### src/rtl/coax_fifo_pkg.sv
// Shared constants and helpers for the coax word FIFO.
package coax_fifo_pkg;

    typedef enum logic {
        MODE_DROP_NEW = 1'b0,
        MODE_DROP_OLD = 1'b1
    } mode_e;

    localparam int unsigned DROP_CNT_W = 16;

    // Occupancy and thresholds need one bit more than the address to represent DEPTH itself.
    function automatic int unsigned cnt_w(input int unsigned addr_w);
        return addr_w + 1;
    endfunction

endpackage

### src/rtl/coax_fifo_if.sv
// Host-side control, data and status bundle of the coax word FIFO.
interface coax_fifo_if #(
    parameter int unsigned WIDTH  = 12,
    parameter int unsigned ADDR_W = 5
);
    import coax_fifo_pkg::*;

    logic                  mode;
    logic                  flush;
    logic                  clr_status;
    logic                  wen;
    logic [WIDTH-1:0]      wdata;
    logic                  ren;
    logic [WIDTH-1:0]      rdata;
    logic                  valid;
    logic                  full;
    logic                  almost_full;
    logic                  almost_empty;
    logic [ADDR_W:0]       count;
    logic                  overflow;
    logic                  underflow;
    logic [DROP_CNT_W-1:0] drop_count;

    modport master (
        output mode, flush, clr_status, wen, wdata, ren,
        input  rdata, valid, full, almost_full, almost_empty, count,
               overflow, underflow, drop_count
    );

    modport slave (
        input  mode, flush, clr_status, wen, wdata, ren,
        output rdata, valid, full, almost_full, almost_empty, count,
               overflow, underflow, drop_count
    );

endinterface

### src/rtl/coax_fifo_ram.sv
// Simple dual-port storage: synchronous write, asynchronous read, no reset.
module coax_fifo_ram #(
    parameter int unsigned WIDTH  = 12,
    parameter int unsigned ADDR_W = 5
) (
    input  logic              clk,
    input  logic              i_we,
    input  logic [ADDR_W-1:0] i_waddr,
    input  logic [WIDTH-1:0]  i_wdata,
    input  logic [ADDR_W-1:0] i_raddr,
    output logic [WIDTH-1:0]  o_rdata
);

    logic [WIDTH-1:0] r_mem [2**ADDR_W];

    always_ff @(posedge clk) begin
        if (i_we) begin
            r_mem[i_waddr] <= i_wdata;
        end
    end

    assign o_rdata = r_mem[i_raddr];

endmodule

### src/rtl/coax_fifo.sv
// Parametrised first-word-fall-through FIFO with thresholds, sticky status,
// saturating drop counter, flush and runtime drop-new/drop-old policy.
module coax_fifo
    import coax_fifo_pkg::*;
#(
    parameter int unsigned WIDTH    = 12,
    parameter int unsigned ADDR_W   = 5,
    parameter int unsigned AF_LEVEL = 24,
    parameter int unsigned AE_LEVEL = 4
) (
    input  logic        clk,
    input  logic        reset,
    coax_fifo_if.slave  bus
);

    localparam int unsigned CW    = cnt_w(ADDR_W);
    localparam int unsigned DEPTH = 2**ADDR_W;

    localparam logic [CW-1:0] DEPTH_C = CW'(DEPTH);
    localparam logic [CW-1:0] AF_C    = CW'(AF_LEVEL);
    localparam logic [CW-1:0] AE_C    = CW'(AE_LEVEL);

    logic [CW-1:0]         r_wr_ptr;
    logic [CW-1:0]         r_rd_ptr;
    logic                  r_overflow;
    logic                  r_underflow;
    logic [DROP_CNT_W-1:0] r_drop_cnt;

    logic [CW-1:0]    w_count;
    logic             w_empty;
    logic             w_full;
    logic             w_push;
    logic             w_pop;
    logic             w_drop;
    logic             w_unf;
    logic             w_we;
    logic             w_drop_ev;
    logic             w_unf_ev;
    logic [WIDTH-1:0] w_rdata;

    assign w_count = r_wr_ptr - r_rd_ptr;
    assign w_empty = (w_count == '0);
    assign w_full  = (w_count == DEPTH_C);

    // Overwrite-oldest is a simultaneous push and pop, which keeps count at DEPTH.
    always_comb begin
        w_push = 1'b0;
        w_pop  = 1'b0;
        w_drop = 1'b0;
        w_unf  = 1'b0;
        if (w_empty) begin
            w_push = bus.wen;
            w_unf  = bus.ren;
        end else if (w_full && bus.wen && !bus.ren) begin
            w_drop = 1'b1;
            if (mode_e'(bus.mode) == MODE_DROP_OLD) begin
                w_push = 1'b1;
                w_pop  = 1'b1;
            end
        end else begin
            w_push = bus.wen;
            w_pop  = bus.ren;
        end
    end

    assign w_we      = w_push && !bus.flush && !reset;
    assign w_drop_ev = w_drop && !bus.flush;
    assign w_unf_ev  = w_unf  && !bus.flush;

    always_ff @(posedge clk) begin
        if (reset || bus.flush) begin
            r_wr_ptr <= '0;
            r_rd_ptr <= '0;
        end else begin
            r_wr_ptr <= r_wr_ptr + CW'(w_push);
            r_rd_ptr <= r_rd_ptr + CW'(w_pop);
        end
    end

    // A same-cycle event takes precedence over clr_status.
    always_ff @(posedge clk) begin
        if (reset) begin
            r_overflow  <= 1'b0;
            r_underflow <= 1'b0;
            r_drop_cnt  <= '0;
        end else if (bus.clr_status) begin
            r_overflow  <= w_drop_ev;
            r_underflow <= w_unf_ev;
            r_drop_cnt  <= DROP_CNT_W'(w_drop_ev);
        end else begin
            r_overflow  <= r_overflow  | w_drop_ev;
            r_underflow <= r_underflow | w_unf_ev;
            if (w_drop_ev && (r_drop_cnt != '1)) begin
                r_drop_cnt <= r_drop_cnt + 1'b1;
            end
        end
    end

    coax_fifo_ram #(
        .WIDTH  (WIDTH),
        .ADDR_W (ADDR_W)
    ) u_ram (
        .clk     (clk),
        .i_we    (w_we),
        .i_waddr (r_wr_ptr[ADDR_W-1:0]),
        .i_wdata (bus.wdata),
        .i_raddr (r_rd_ptr[ADDR_W-1:0]),
        .o_rdata (w_rdata)
    );

    assign bus.rdata        = w_rdata;
    assign bus.valid        = !w_empty;
    assign bus.full         = w_full;
    assign bus.almost_full  = (w_count >= AF_C);
    assign bus.almost_empty = (w_count <= AE_C);
    assign bus.count        = w_count;
    assign bus.overflow     = r_overflow;
    assign bus.underflow    = r_underflow;
    assign bus.drop_count   = r_drop_cnt;

endmodule
### src/flat_wrapper.sv
// flat-port wrapper written by rule: the top's interface ports become plain ports
module coax_fifo_flat import coax_fifo_pkg::*;
#(
    parameter int unsigned WIDTH    = 12,
    parameter int unsigned ADDR_W   = 5,
    parameter int unsigned AF_LEVEL = 24,
    parameter int unsigned AE_LEVEL = 4
)
  (clk, reset, bus_mode, bus_flush, bus_clr_status, bus_wen, bus_wdata, bus_ren, bus_rdata, bus_valid, bus_full, bus_almost_full, bus_almost_empty, bus_count, bus_overflow, bus_underflow, bus_drop_count);
  coax_fifo_if #(.WIDTH(WIDTH), .ADDR_W(ADDR_W)) bus_i ();
  input  logic clk;
  input  logic reset;
  input wire logic [$bits(bus_i.mode)-1:0] bus_mode;
  input wire logic [$bits(bus_i.flush)-1:0] bus_flush;
  input wire logic [$bits(bus_i.clr_status)-1:0] bus_clr_status;
  input wire logic [$bits(bus_i.wen)-1:0] bus_wen;
  input wire logic [$bits(bus_i.wdata)-1:0] bus_wdata;
  input wire logic [$bits(bus_i.ren)-1:0] bus_ren;
  output wire logic [$bits(bus_i.rdata)-1:0] bus_rdata;
  output wire logic [$bits(bus_i.valid)-1:0] bus_valid;
  output wire logic [$bits(bus_i.full)-1:0] bus_full;
  output wire logic [$bits(bus_i.almost_full)-1:0] bus_almost_full;
  output wire logic [$bits(bus_i.almost_empty)-1:0] bus_almost_empty;
  output wire logic [$bits(bus_i.count)-1:0] bus_count;
  output wire logic [$bits(bus_i.overflow)-1:0] bus_overflow;
  output wire logic [$bits(bus_i.underflow)-1:0] bus_underflow;
  output wire logic [$bits(bus_i.drop_count)-1:0] bus_drop_count;
  assign bus_i.mode = bus_mode;
  assign bus_i.flush = bus_flush;
  assign bus_i.clr_status = bus_clr_status;
  assign bus_i.wen = bus_wen;
  assign bus_i.wdata = bus_wdata;
  assign bus_i.ren = bus_ren;
  assign bus_rdata = bus_i.rdata;
  assign bus_valid = bus_i.valid;
  assign bus_full = bus_i.full;
  assign bus_almost_full = bus_i.almost_full;
  assign bus_almost_empty = bus_i.almost_empty;
  assign bus_count = bus_i.count;
  assign bus_overflow = bus_i.overflow;
  assign bus_underflow = bus_i.underflow;
  assign bus_drop_count = bus_i.drop_count;
  coax_fifo #(.WIDTH(WIDTH), .ADDR_W(ADDR_W), .AF_LEVEL(AF_LEVEL), .AE_LEVEL(AE_LEVEL)) u_core (.clk(clk), .reset(reset), .bus(bus_i));
endmodule
### config.mk
export PLATFORM = sky130hd
export DESIGN_NAME = coax_fifo_flat
export DESIGN_NICKNAME = d
export VERILOG_FILES = /design/src/rtl/coax_fifo_pkg.sv /design/src/rtl/coax_fifo_if.sv /design/src/rtl/coax_fifo_ram.sv /design/src/rtl/coax_fifo.sv /design/src/flat_wrapper.sv
export SDC_FILE = /design/constraint.sdc
export NUM_CORES = 1
export LEC_CHECK = 0
export CAP_MARGIN = 40
export CORE_MARGIN = 1
export CORE_UTILIZATION = 35
export CTS_BUF_LIST = sky130_fd_sc_hd__clkbuf_16
export CTS_CLUSTER_DIAMETER = 80
export CTS_CLUSTER_SIZE = 12
export DETAILED_ROUTE_END_ITERATION = 6
export MAX_ROUTING_LAYER = met4
export PLACE_DENSITY_LB_ADDON = 0.2
export SLEW_MARGIN = 20
export SYNTH_ARGS = -nofsm -noshare
export SYNTH_HDL_FRONTEND = slang
export SYNTH_SLANG_ARGS = --single-unit
### constraint.sdc
create_clock -name clk -period 12.35 [get_ports clk]
set_input_delay 2.47 -clock clk [delete_from_list [all_inputs] [get_ports clk]]
set_output_delay 2.47 -clock clk [all_outputs]
set_load 0.005 [all_outputs]
# Word level (Yosys, flattened, before mapping)
# Memory sizes are Yosys's and may differ from the RTL's. A register that Yosys moved wholly into a read port is not among the register bits.
# Cells that the tools add are included.
# Widths: inputs -> output; s select.
dict set report word_totals {
  register_bits 30
  latch_bits 0
  mem_bits_rw 384
  rom_bits 0
  in_bits 19
  output_inout_bits 40
  n_memories 1
}
# memory words word_bits rd rd_clocked_by_memory_dff write_ports line_no
set memory_table {}
lappend memory_table {u_core.u_ram.r_mem 32 12 1 1 1 coax_fifo_ram.sv:14} ;# logic [WIDTH-1:0] r_mem [2**ADDR_W];
dict set report op_classes {
  add_sub_neg 4
  mul 0
  n_div 0
  magnitude_cmp 2
  eq_ne 2
  shifts 0
  muxes 15
  n_bitwise 2
  n_reduce_logical 15
}
# cell count
set op_table {}
lappend op_table {{$add 16x1->16 const B} 1}
lappend op_table {{$ne 16x16->1 const B} 1}
lappend op_table {{$mux 1} 14}
lappend op_table {{$add 6x1->6} 2}
lappend op_table {{$logic_and 1x1->1} 7}
lappend op_table {{$eq 6x6->1 const B} 1}
lappend op_table {{$ge 6x5->1 const B} 1}
lappend op_table {{$le 6x3->1 const B} 1}
lappend op_table {{$logic_not 6->1} 1}
lappend op_table {{$sub 6x6->6} 1}
lappend op_table {{$mux 5} 1}
lappend op_table {{$logic_not 1->1} 4}
lappend op_table {{$or 1x1->1} 2}
lappend op_table {{$reduce_bool 2->1} 1}
lappend op_table {{$reduce_or 2->1} 1}
lappend op_table {{$logic_or 1x1->1} 1}

# Longest topological paths before layout
# Gate-level depths: netlist of run 1.
dict set report depth {
  word_depth 10
  depth_mapped 17
  ltp_nobuf 16
}

# Cells and area by module
# A second synthesis of run 1 with hierarchy kept.
dict set report unflattened {
  hier_cells 1070
  hier_area_um2 17022.6
}
# module instances cells_each area_each_um2 seq_area_each_um2
set modules_own_cells {}
lappend modules_own_cells {coax_fifo_ram 1 856 15228.4 11531.1}
lappend modules_own_cells {coax_fifo 1 214 1794.2 600.6}

# Worst setup path after synthesis of run 1
# Ideal clock, no wire load.
dict set report synth_path {
  path_kind {register -> output}
  from {register u_core.r_rd_ptr[1]}
  to {output port bus_almost_empty}
  arrival_time_ns 3.036
  required_ns 9.880
  path_slack_ns 6.844
  path_stages_with_launch 11
  cell_sequence {dfxtp_1 > clkbuf_1 > clkbuf_1 > buf_1 > inv_1 > fa_1 > a21o_1 > a21oi_1 > xor2_1 > inv_1 > a2111oi_0}
}
dict set report synth_between {
  elab_chain_len 2
}
# item line_no
set synth_rtl {}
lappend synth_rtl {{start, declared} coax_fifo.sv:24} ;# logic [CW-1:0] r_rd_ptr;
lappend synth_rtl {{start signal, assigned} coax_fifo.sv:76} ;# r_rd_ptr <= r_rd_ptr + CW'(w_pop);
lappend synth_rtl {{$sub 6x6->6} coax_fifo.sv:41} ;# assign w_count = r_wr_ptr - r_rd_ptr;
lappend synth_rtl {{named net bus_count[4]} flat_wrapper.sv:24} ;# output wire logic [$bits(bus_i.count)-1:0] bus_count;
lappend synth_rtl {{$le 6x3->1} coax_fifo.sv:115} ;# assign bus.almost_empty = (w_count <= AE_C);
lappend synth_rtl {{end, declared} flat_wrapper.sv:23} ;# output wire logic [$bits(bus_i.almost_empty)-1:0] bus_almost_empty;
# The timed path passes the listed nets, and every way through them passes these cells.

# Final worst setup path of run 1
dict set report layout_path {
  from {register u_core.r_rd_ptr[4]}
  to {output port bus_almost_empty}
}
dict set report layout_between {
  elab_chain_len 2
}
# item line_no
set layout_rtl {}
lappend layout_rtl {{$sub 6x6->6} coax_fifo.sv:41}
lappend layout_rtl {{$le 6x3->1} coax_fifo.sv:115}
# No other way between the ends.

==> results of run 1 <==
cells in the mapped netlist (all sizes together):
cell / number / area [sq um]
a2111oi: 1 / 8.76
a211o: 1 / 8.76
a21o: 1 / 7.51
a21oi: 8 / 40.0
a31o: 4 / 35.0
a31oi: 5 / 31.3
a32o: 1 / 10.0
a41o: 4 / 40.0
and2: 8 / 51.3
and3: 7 / 43.8
and3b: 1 / 8.76
and4: 1 / 8.76
buf: 14 / 86.3
clkbuf: 24 / 90.1
dfxtp: 30 / 601
edfxtp: 384 / 11500
fa: 1 / 20.0
ha: 10 / 125
inv: 18 / 67.6
mux2i: 1 / 10.0
mux4: 120 / 2700
nand2: 59 / 221
nand2b: 2 / 12.5
nand3: 15 / 75.1
nand3b: 2 / 22.5
nand4: 4 / 25.0
nor2: 63 / 257
nor2b: 2 / 12.5
nor3: 6 / 41.3
nor4: 1 / 12.5
o2111ai: 1 / 26.3
o21a: 1 / 7.51
o21ai: 6 / 30.0
o32ai: 1 / 16.3
or2: 2 / 12.5
or3: 4 / 25.0
or3b: 1 / 8.76
or4: 1 / 7.51
xnor2: 9 / 78.8
xor2: 7 / 61.3
logic make-up (layout without fill, tap and decap cells):
family | count (synthesis) | count (layout) | share of synthesized area, %
DFF | 414 | 414 | 73.6
and+or+nand+nor | 179 | 179 | 5.13
muxes | 121 | 121 | 16.5
buffers and inverters | 56 | 184 | 1.48
AOI/OAI and AO/OA | 34 | 34 | 1.59
xor gates and xnor gates | 16 | 16 | 0.850
adders and majority gates | 11 | 11 | 0.881
cell type report:
cell class / count / area, sq um
Inverter: 18 / 67.6
Clock inverter: 16 / 73.8
Timing Repair Buffer: 109 / 1300
Multi-Input combinational cell: 361 / 4170
Fill cell: 4094 / 26900
Clock buffer: 41 / 1030
Sequential cell: 414 / 12100
Tap cell: 607 / 759
through the flow:
step,utilization [%],instances
after floorplan,-,831
after global placement,38.2,1463
after detailed placement,39.7,1509
after CTS,42.0,1566
after global routing,42.0,1566
final,42.0,1566
flip-flops by register name (all words and copies together), names as in the netlist:
name	count
u_core.u_ram.r_mem	384
u_core.bus.drop_count	16
u_core.r_rd_ptr	6
u_core.r_wr_ptr	6
u_core.bus.overflow	1
u_core.bus.underflow	1
layer usage:
metal  global-route usage [%]  share of wire (%)  vias up
met2                     26.8                 48      222
met1                     23.3                 45     4248
met3                     2.49                4.7       46
met4                     4.51                1.7        0
met5                        -                  0        -
li1                         -                  -     3579
layout by cell type (no fill, tap or decap), types with 4 or more instances in the layout:
| master | netlist | routed |
|---|---|---|
| a41o_1 | 4 | 4 |
| buf_6 | 3 | 11 |
| or3_1 | 4 | 4 |
| nand4_1 | 4 | 4 |
| nor3_1 | 5 | 5 |
| edfxtp_1 | 384 | 384 |
| clkdlybuf4s50_1 | 0 | 58 |
| nor2_1 | 55 | 31 |
| dfxtp_1 | 30 | 28 |
| o21ai_0 | 6 | 6 |
| ha_1 | 10 | 10 |
| a31oi_1 | 5 | 5 |
| buf_4 | 1 | 5 |
| xnor2_1 | 9 | 9 |
| xor2_1 | 7 | 7 |
| and3_1 | 7 | 7 |
| clkbuf_16 | 0 | 41 |
| inv_1 | 17 | 30 |
| nor2_2 | 8 | 32 |
| buf_8 | 0 | 31 |
| and2_1 | 7 | 7 |
| a31o_2 | 4 | 4 |
| nand3_1 | 15 | 15 |
| nand2_1 | 59 | 59 |
| a21oi_1 | 8 | 8 |
| mux4_2 | 120 | 120 |
report_power, final:
group | switching [mW] | total [mW] | internal, mW
Clock | 0.495 | 1.09 | 0.592
Sequential | 0.00734 | 1.54 | 1.53
Combinational | 0.0937 | 0.198 | 0.105
Total | 0.596 | 2.83 | 2.23
tightest hold or removal path, delay by kind of cell, from the launching register on:
family | cells | cell delay [ns]
AO/OA/AOI/OAI | 1 | 0.06
flip-flops | 1 | 0.31
AND/OR/NAND/NOR | 1 | 0.06
worst max-delay path by stage:
stage,from,end,slack [ns]
after floorplan,u_core.r_rd_ptr[1],bus_almost_empty,6.84
after global placement,u_core.r_rd_ptr[0],bus_rdata[9],6.49
after CTS,u_core.r_rd_ptr[0],bus_almost_empty,5.94
after detailed placement,u_core.r_rd_ptr[0],bus_almost_empty,6.60
after global routing,u_core.r_rd_ptr[0],bus_almost_empty,5.74
final,u_core.r_rd_ptr[4],bus_almost_empty,5.99
==> summary.txt, run 1 <==
unrepaired setup endpoints after global routing: no
number of vias per cell: 5.17
TritonCTS clock tree: yes
CP required: 9.88 ns
Pleak: 6.18 nW
CP endpoint kind: primary output
FMAX: 0.157 GHz
routed len/inst: 24.4 um
Starting Density: 35.5%
CP Data Arrival Time: 3.89 ns
Layout Nets: 974
Rel. slew slack: 46.9%
row cnt: 79
max-slew violation count: 0
Die Ht: 219 um
Total GRT Usage: 17.1%
Setup WS pre-CTS: 6.60 ns
pwr dens: 145 nW/um^2
sequential area share after synthesis: 73.6%
Post-Synthesis Cells: 831
Crit path buffers/inverters: 3
design area: 19500 sq um
peak supply drop: 0.0000823 V
net count after synthesis: 861
CP most frequent cell: inv_1
post-synthesis cell type count: 47
first-pass GRT wire length: 57.0 mm
number of synthesis warnings: 0
port bufs: 58
total CTS buffers: 40
Via Count: 8095
Worst Hold End: u_core.bus.overflow
Die X: 219 um
Worst path depth: 9
crit-path cells: inv_1 > ha_1 > and2_1 > o21a_1 > a31o_2 > nor2_1 > inv_1 > a2111oi_0 > clkdlybuf4s50_1
worst slew pin tran: 0.794 ns
R2R Setup Slk: 8.00 ns
placed cell areas: 18400 sq um
worst r2r path cells: 10
hold_ws: 0.482 ns
worst reg2reg path endpoint: u_core.u_ram.r_mem[16][9]
Post-CTS Setup Inserts: 0
CP Max Fanout: 15
DIE AREA: 48000 sq um
HP Start: u_core.bus.overflow
Clock Root Buffer: clkbuf_16
Iteration-0 DRC Markers: 658
kind of cell adding the most delay to the critical path: buffers and inverters
setup ws final: 5.99 ns
Hold Path Depth: 2
layout cells sized above 1: 27.4%
setup TNS: 0 ns
vias in the first global route: 8549
Fin. Hold Viols: 0
Area Growth Syn to Fin: 18.5%
post-route minimum period: 6.36 ns
GRT Residual Overflow: 0
core area: 46500 sq um
synthesis-stage register bit count: 414
overall power: 2.83 mW
status: finished, final reports clean
Setup crit start kind: flop
Post-DRT Antenna Nets: 0
mapped cell area: 16500 sq um
initial antenna violation count: 0
worst min-delay path class: reg -> reg
Ports: 59
n_diodes: 0
worst skew pair latency: 0.56 ns
cts hold-fix bufs: 0
Worst path slowest cell: dfxtp_1
synthesized area per cell: 19.8 sq um
largest net degree at the start of global routing: 45
reg-to-reg critical path startpoint: u_core.r_rd_ptr[4]
# DRC: 0
clock skew: 0.0164 ns
Tcrit/Tclk final: 51.5%
CP Class: reg -> out
clock sinks: 414
post-cts sizing count: 0
RD Place Congestion: 0.766
Clock Path Buffers: 3
delay of the slowest critical-path stage: 0.60 ns
Max Cap Viol: 0
Clock transition at path regs: 0.07 ns
Pre-Repair DR Iteration Count: 5
setup violators final: 0
Final HPWL DP: 25.1 mm
H-tree level count: 2
final wirelength: 38.2 mm
Power figures use the tool's default switching activity.
==> inputs of run 2 (changes only) <==
Clock period 12.35 ns to 6.25 ns, I/O delays scaled along.
==> run 2 against run 1 <==
Against the previous run:
- register-to-register slack got worse by 5.9 ns
- first-iteration DRC count rose by 3.8%
- non-clock buffer count fell by 2
- global-route usage fell by 0.70 points
- die area did not move
- sequential power rose by 97%
- core utilization fell by 0.21 points
- largest cell class unchanged
- largest power group unchanged
==> summary.txt, run 2 (synthesis results as in run 1) <==
status: finished, final reports clean
Area Growth Syn to Fin: 17.9%
unrepaired setup endpoints after global routing: no
setup violators final: 0 (unchanged)
max FFs per register: 384 (unchanged)
design area: 19400 sq um (-0.49%)
# DRC: 0 (unchanged)
largest net degree at the start of global routing: 98 (+120%)
worst skew pair latency: 0.55 ns (about the same)
first-pass GRT wire length: 55.0 mm (-3.4%)
delay of the slowest critical-path stage: 0.67 ns (+0.07 ns)
initial antenna violation count: 1 (+1)
GRT busiest layer: met2
port bufs: 58 (unchanged)
layout cells sized above 1: 26.9% (-0.51 points)
Post-CTS Setup Inserts: 0 (unchanged)
CP required: 5.00 ns (-4.88 ns)
cts hold-fix bufs: 0 (unchanged)
met2 usage: 25.6% (-1.3 points)
Starting Density: 35.5% (unchanged)
setup TNS: 0 ns (unchanged)
CP endpoint kind: primary output
core area: 46500 sq um (unchanged)
Final HPWL DP: 24.1 mm (-3.9%)
pwr dens: 285 nW/um^2 (+97%)
# fillers: 4074 (-0.49%)
CP Data Arrival Time: 3.88 ns (about the same)
crit-path cells: inv_1 > buf_4 > ha_1 > and2_1 > o21a_1 > a31o_2 > nor2_1 > inv_1 > a2111oi_0 > clkdlybuf4s50_1
max-slew violation count: 0 (unchanged)
routed len/inst: 23.4 um (-4.0%)
H-tree level count: 2 (unchanged)
TritonCTS clock tree: yes
FMAX: 0.195 GHz
overall power: 5.55 mW (+96%)
multi-input logic area: 4160 sq um (-0.24%)
Register Area: 12100 sq um (unchanged)
GRT Residual Overflow: 0 (unchanged)
final wirelength: 36.6 mm (-4.2%)
Tcrit/Tclk final: 82.1%
Iteration-0 DRC Markers: 683 (+3.8%)
Ports: 59 (unchanged)
Pleak: 6.14 nW (-0.65%)
row cnt: 79 (unchanged)
post-cts sizing count: 0 (unchanged)
Die Ht: 219 um (unchanged)
total CTS buffers: 40 (unchanged)
Pre-Repair DR Iteration Count: 5 (unchanged)
Post-DRT Antenna Nets: 0 (unchanged)
worst slew pin tran: 0.894 ns (+0.100 ns)
largest register by flop count: u_core.u_ram.r_mem
worst min-delay path class: reg -> reg
commonest non-fill, non-tap cells in the layout: edfxtp_1 (384), mux4_2 (120), nand2_1 (59), clkdlybuf4s50_1 (57), clkbuf_16 (40)
met1 global-route usage: 22.0% (-1.3 points)
clock sinks: 414 (unchanged)
Max Cap Viol: 0 (unchanged)
Final Instance Count excl. Fillers: 1563 (-0.19%)
RD Place Congestion: 0.778 (+1.6%)
CP Class: reg -> out
GR Util met3: 3.35% (+0.86 points)
Rel. slew slack: 40.4% (-6.5 points)
number of vias per cell: 5.15 (-0.39%)
post-route minimum period: 5.13 ns
placed cell areas: 18400 sq um (-0.42%)
Cells after DPL: 1507 (-0.13%)
Crit path buffers/inverters: 4 (+1)
CP Max Fanout: 15 (unchanged)
DIE AREA: 48000 sq um (unchanged)
final core utilization: 41.8% (-0.21 points)
Setup crit start kind: flop
Layout Nets: 972 (-0.21%)
kind of cell adding the most delay to the critical path: buffers and inverters
Clock Path Buffers: 3 (unchanged)
Clock Root Buffer: clkbuf_16
Worst path slowest cell: dfxtp_1
Clock transition at path regs: 0.06 ns (about the same)
peak supply drop: 0.000155 V (+88%)
clock skew: 0.0198 ns (+0.00343 ns)
vias in the first global route: 8428 (-1.4%)
CP most frequent cell: inv_1
commonest non-fill, non-tap cell in the layout: edfxtp_1
Total GRT Usage: 16.3% (-0.70 points)
Via Count: 8048 (-0.58%)
Fin. Hold Viols: 0 (unchanged)
Die X: 219 um (unchanged)
run 2: area by class of cell:
cell class	count	area share [%]
Tap cell	607	3.91
Inverter	18	0.348
Clock buffer	40	5.15
Sequential cell	414	62.5
Timing Repair Buffer	107	6.35
Multi-Input combinational cell	361	21.4
Clock inverter	15	0.399
Antenna cell	1	0.0129
run 2: metal layers:
| metal | wire length, um | share of wire (%) | up-vias |
|---|---|---|---|
| met2 | 17600 | 48 | 205 |
| met3 | 2050 | 5.6 | 39 |
| li1 | - | - | 3575 |
| met1 | 16300 | 45 | 4229 |
| met4 | 557 | 1.5 | 0 |
| met5 | 0 | 0 | - |
run 2: where the power goes:
part	switching (mW)	total [mW]	leakage (nW)	internal (mW)
Clock	0.976	2.12	0.568	1.15
Sequential	0.00498	3.03	3.70	3.03
Combinational	0.191	0.394	1.87	0.202
run 2: final timing paths:
| path | from | endpoint | slack (ns) | cells after the start |
|---|---|---|---|---|
| max | u_core.r_rd_ptr[4] | bus_almost_empty | 1.12 | 10 |
| min | u_core.bus.overflow | u_core.bus.overflow | 0.48 | 2 |
| max reg2reg | u_core.r_rd_ptr[4] | u_core.u_ram.r_mem[19][8] | 2.09 | 11 |
| min reg2reg | u_core.bus.overflow | u_core.bus.overflow | 0.48 | 2 |
run 2: worst register-to-register path, cell delays in order, from the launching register on:
cell and delay (ns):
dfxtp_1 0.67, inv_1 0.09, buf_4 0.23, ha_1 0.40, and2_1 0.17, o21a_1 0.16
a31o_2 0.23, o2111ai_4 0.32, or3_1 0.28, or3b_1 0.58, nor2_2 0.52, buf_8 0.23
run 2: stage by stage:
| stage | setup WS (ns) | hold WS, ns |
|---|---|---|
| final | 1.12 | 0.483 |
| after detailed placement | 1.70 | 0.463 |
| after global placement | 1.66 | 0.461 |
| after floorplan | 1.96 | 0.460 |
| after global routing | 0.845 | 0.518 |
| after CTS | 1.04 | 0.483 |
==> inputs of run 3 (changes only) <==
Clock period 6.25 ns to 4.8 ns, I/O delays scaled along.
==> run 3 against run 2 <==
Against the previous run:
- sequential power increased by 30%
- setup slack got worse by 0.74 ns
- first-iteration DRC count decreased by 13%
==> summary.txt, run 3 (synthesis results as in run 1) <==
delay of the slowest critical-path stage: 0.58 ns (-0.09 ns)
Worst path depth: 10 (unchanged)
vias in the first global route: 8388 (-0.47%)
first-pass GRT wire length: 55.4 mm (+0.58%)
R2R Setup Slk: 1.02 ns (-1.07 ns)
commonest non-fill, non-tap cells in the layout: edfxtp_1 (384), mux4_2 (120), nand2_1 (59), clkdlybuf4s50_1 (56), nor2_1 (55)
CP startpoint: u_core.r_wr_ptr[0]
kind of cell adding the most delay to the critical path: buffers and inverters
setup TNS: 0 ns (unchanged)
RD Place Congestion: 0.766 (-1.6%)
Worst path slowest cell: clkdlybuf4s50_1
routed len/inst: 24.0 um (+2.8%)
# DRC: 0 (unchanged)
total CTS buffers: 40 (unchanged)
Post-CTS Setup Inserts: 0 (unchanged)
TritonCTS clock tree: yes
Pre-Repair DR Iteration Count: 5 (unchanged)
CP most frequent cell: inv_1
overall power: 7.29 mW (+31%)
clock skew: 0.0167 ns (-0.00312 ns)
max-slew violation count: 0 (unchanged)
layout cells sized above 1: 24.5% (-2.4 points)
FMAX: 0.226 GHz
worst reg2reg path endpoint: u_core.u_ram.r_mem[2][0]
Clock Path Buffers: 3 (unchanged)
Iteration-0 DRC Markers: 596 (-13%)
clock sinks: 414 (unchanged)
final wirelength: 37.5 mm (+2.5%)
Crit path buffers/inverters: 4 (unchanged)
Area Growth Syn to Fin: 16.5%
DIE AREA: 48000 sq um (unchanged)
Fin. Hold Viols: 0 (unchanged)
worst r2r path cells: 10 (-1)
Die Ht: 219 um (unchanged)
Hold Path Depth: 2 (unchanged)
Pleak: 6.09 nW (-0.72%)
CP Class: reg -> out
CP endpoint kind: primary output
peak supply drop: 0.000241 V (+56%)
crit-path cells: inv_1 > ha_1 > inv_1 > fa_1 > a21o_1 > a21oi_1 > xor2_1 > inv_1 > a2111oi_0 > clkdlybuf4s50_1
CP Data Arrival Time: 3.46 ns (-0.42 ns)
post-cts sizing count: 0 (unchanged)
Register Area: 12100 sq um (unchanged)
worst min-delay path class: reg -> reg
commonest non-fill, non-tap cell in the layout: edfxtp_1
initial antenna violation count: 0 (-1)
core area: 46500 sq um (unchanged)
Starting Density: 35.5% (unchanged)
CP required: 3.84 ns (-1.16 ns)
GRT Residual Overflow: 0 (unchanged)
Layout Nets: 966 (-0.62%)
multi-input logic area: 4110 sq um (-1.2%)
reg-to-reg critical path startpoint: u_core.r_rd_ptr[4]
Tcrit/Tclk final: 92.1%
largest net degree at the start of global routing: 99 (+1.0%)
max FFs per register: 384 (unchanged)
Final HPWL DP: 21.7 mm (-9.9%)
n_diodes: 0 (-1)
Die X: 219 um (unchanged)
Post-DRT Antenna Nets: 0 (unchanged)
Worst Setup EP: bus_almost_empty
Clock Root Buffer: clkbuf_16
largest register by flop count: u_core.u_ram.r_mem
number of vias per cell: 5.18 (+0.68%)
cts hold-fix bufs: 0 (unchanged)
status: finished, final reports clean
worst skew pair latency: 0.56 ns (about the same)
Setup crit start kind: flop
Total GRT Usage: 16.6% (+0.30 points)
setup violators final: 0 (unchanged)
CP Max Fanout: 4 (-11)
unrepaired setup endpoints after global routing: no
Rel. slew slack: 41.1% (+0.71 points)
worst slew pin tran: 0.883 ns (-0.0106 ns)
Via Count: 8077 (+0.36%)
# fillers: 4093 (+0.47%)
post-route minimum period: 4.42 ns
port bufs: 58 (unchanged)
row cnt: 79 (unchanged)
Ports: 59 (unchanged)
Clock transition at path regs: 0.06 ns (about the same)
pwr dens: 380 nW/um^2 (+33%)
H-tree level count: 2 (unchanged)
Max Cap Viol: 0 (unchanged)
run 3: through the flow:
stage	instance area, sq um	worst slack [ns]	hold slack, ns	util [%]	cells
floorplan	16500	0.632	0.460	-	831
global placement	17900	0.900	0.472	38.5	1488
detailed placement	18100	0.907	0.492	38.9	1498
CTS	19200	0.310	0.504	41.3	1555
global route	19200	0.152	0.520	41.3	1558
finish	19200	0.381	0.504	41.3	1558
run 3: layer usage:
metal | vias up | track usage [%] | part of all wire [%]
li1 | 3560 | - | -
met1 | 4266 | 22.7 | 46
met2 | 204 | 25.6 | 48
met3 | 47 | 2.73 | 4.6
met4 | 0 | 5.05 | 1.9
met5 | - | - | 0
run 3: worst min-delay path by stage:
stage,end,slack [ns],startpoint
after global routing,u_core.bus.drop_count[8],0.52,u_core.bus.drop_count[8]
after global placement,u_core.bus.overflow,0.47,u_core.bus.overflow
final,u_core.bus.drop_count[1],0.50,u_core.bus.drop_count[1]
after detailed placement,u_core.bus.drop_count[11],0.49,u_core.bus.drop_count[11]
after floorplan,u_core.bus.overflow,0.46,u_core.bus.overflow
after CTS,u_core.bus.drop_count[11],0.50,u_core.bus.drop_count[11]
run 3: worst register-to-register path: cells and delay by family (launching register included):
kind | cells | cell delay (ns)
simple gates | 4 | 1.75
flops | 1 | 0.31
buf+inv | 2 | 0.29
fa+ha+maj | 1 | 0.36
compound gates | 3 | 0.70
run 3: final cells by class:
cell class | count | area share (%)
flip-flops and latches | 414 | 63.2
multi-input cells | 361 | 21.4
clock buffers | 42 | 5.47
repair buffers | 101 | 5.28
well taps | 607 | 3.95
clock inverters | 15 | 0.365
inverters | 18 | 0.352
run 3: power by group:
| group | switching, mW | total, mW | internal [mW] |
|---|---|---|---|
| Combinational | 0.261 | 0.522 | 0.262 |
| Sequential | 0.00438 | 3.95 | 3.94 |
| Clock | 1.27 | 2.82 | 1.55 |
| Total | 1.53 | 7.29 | 5.76 |
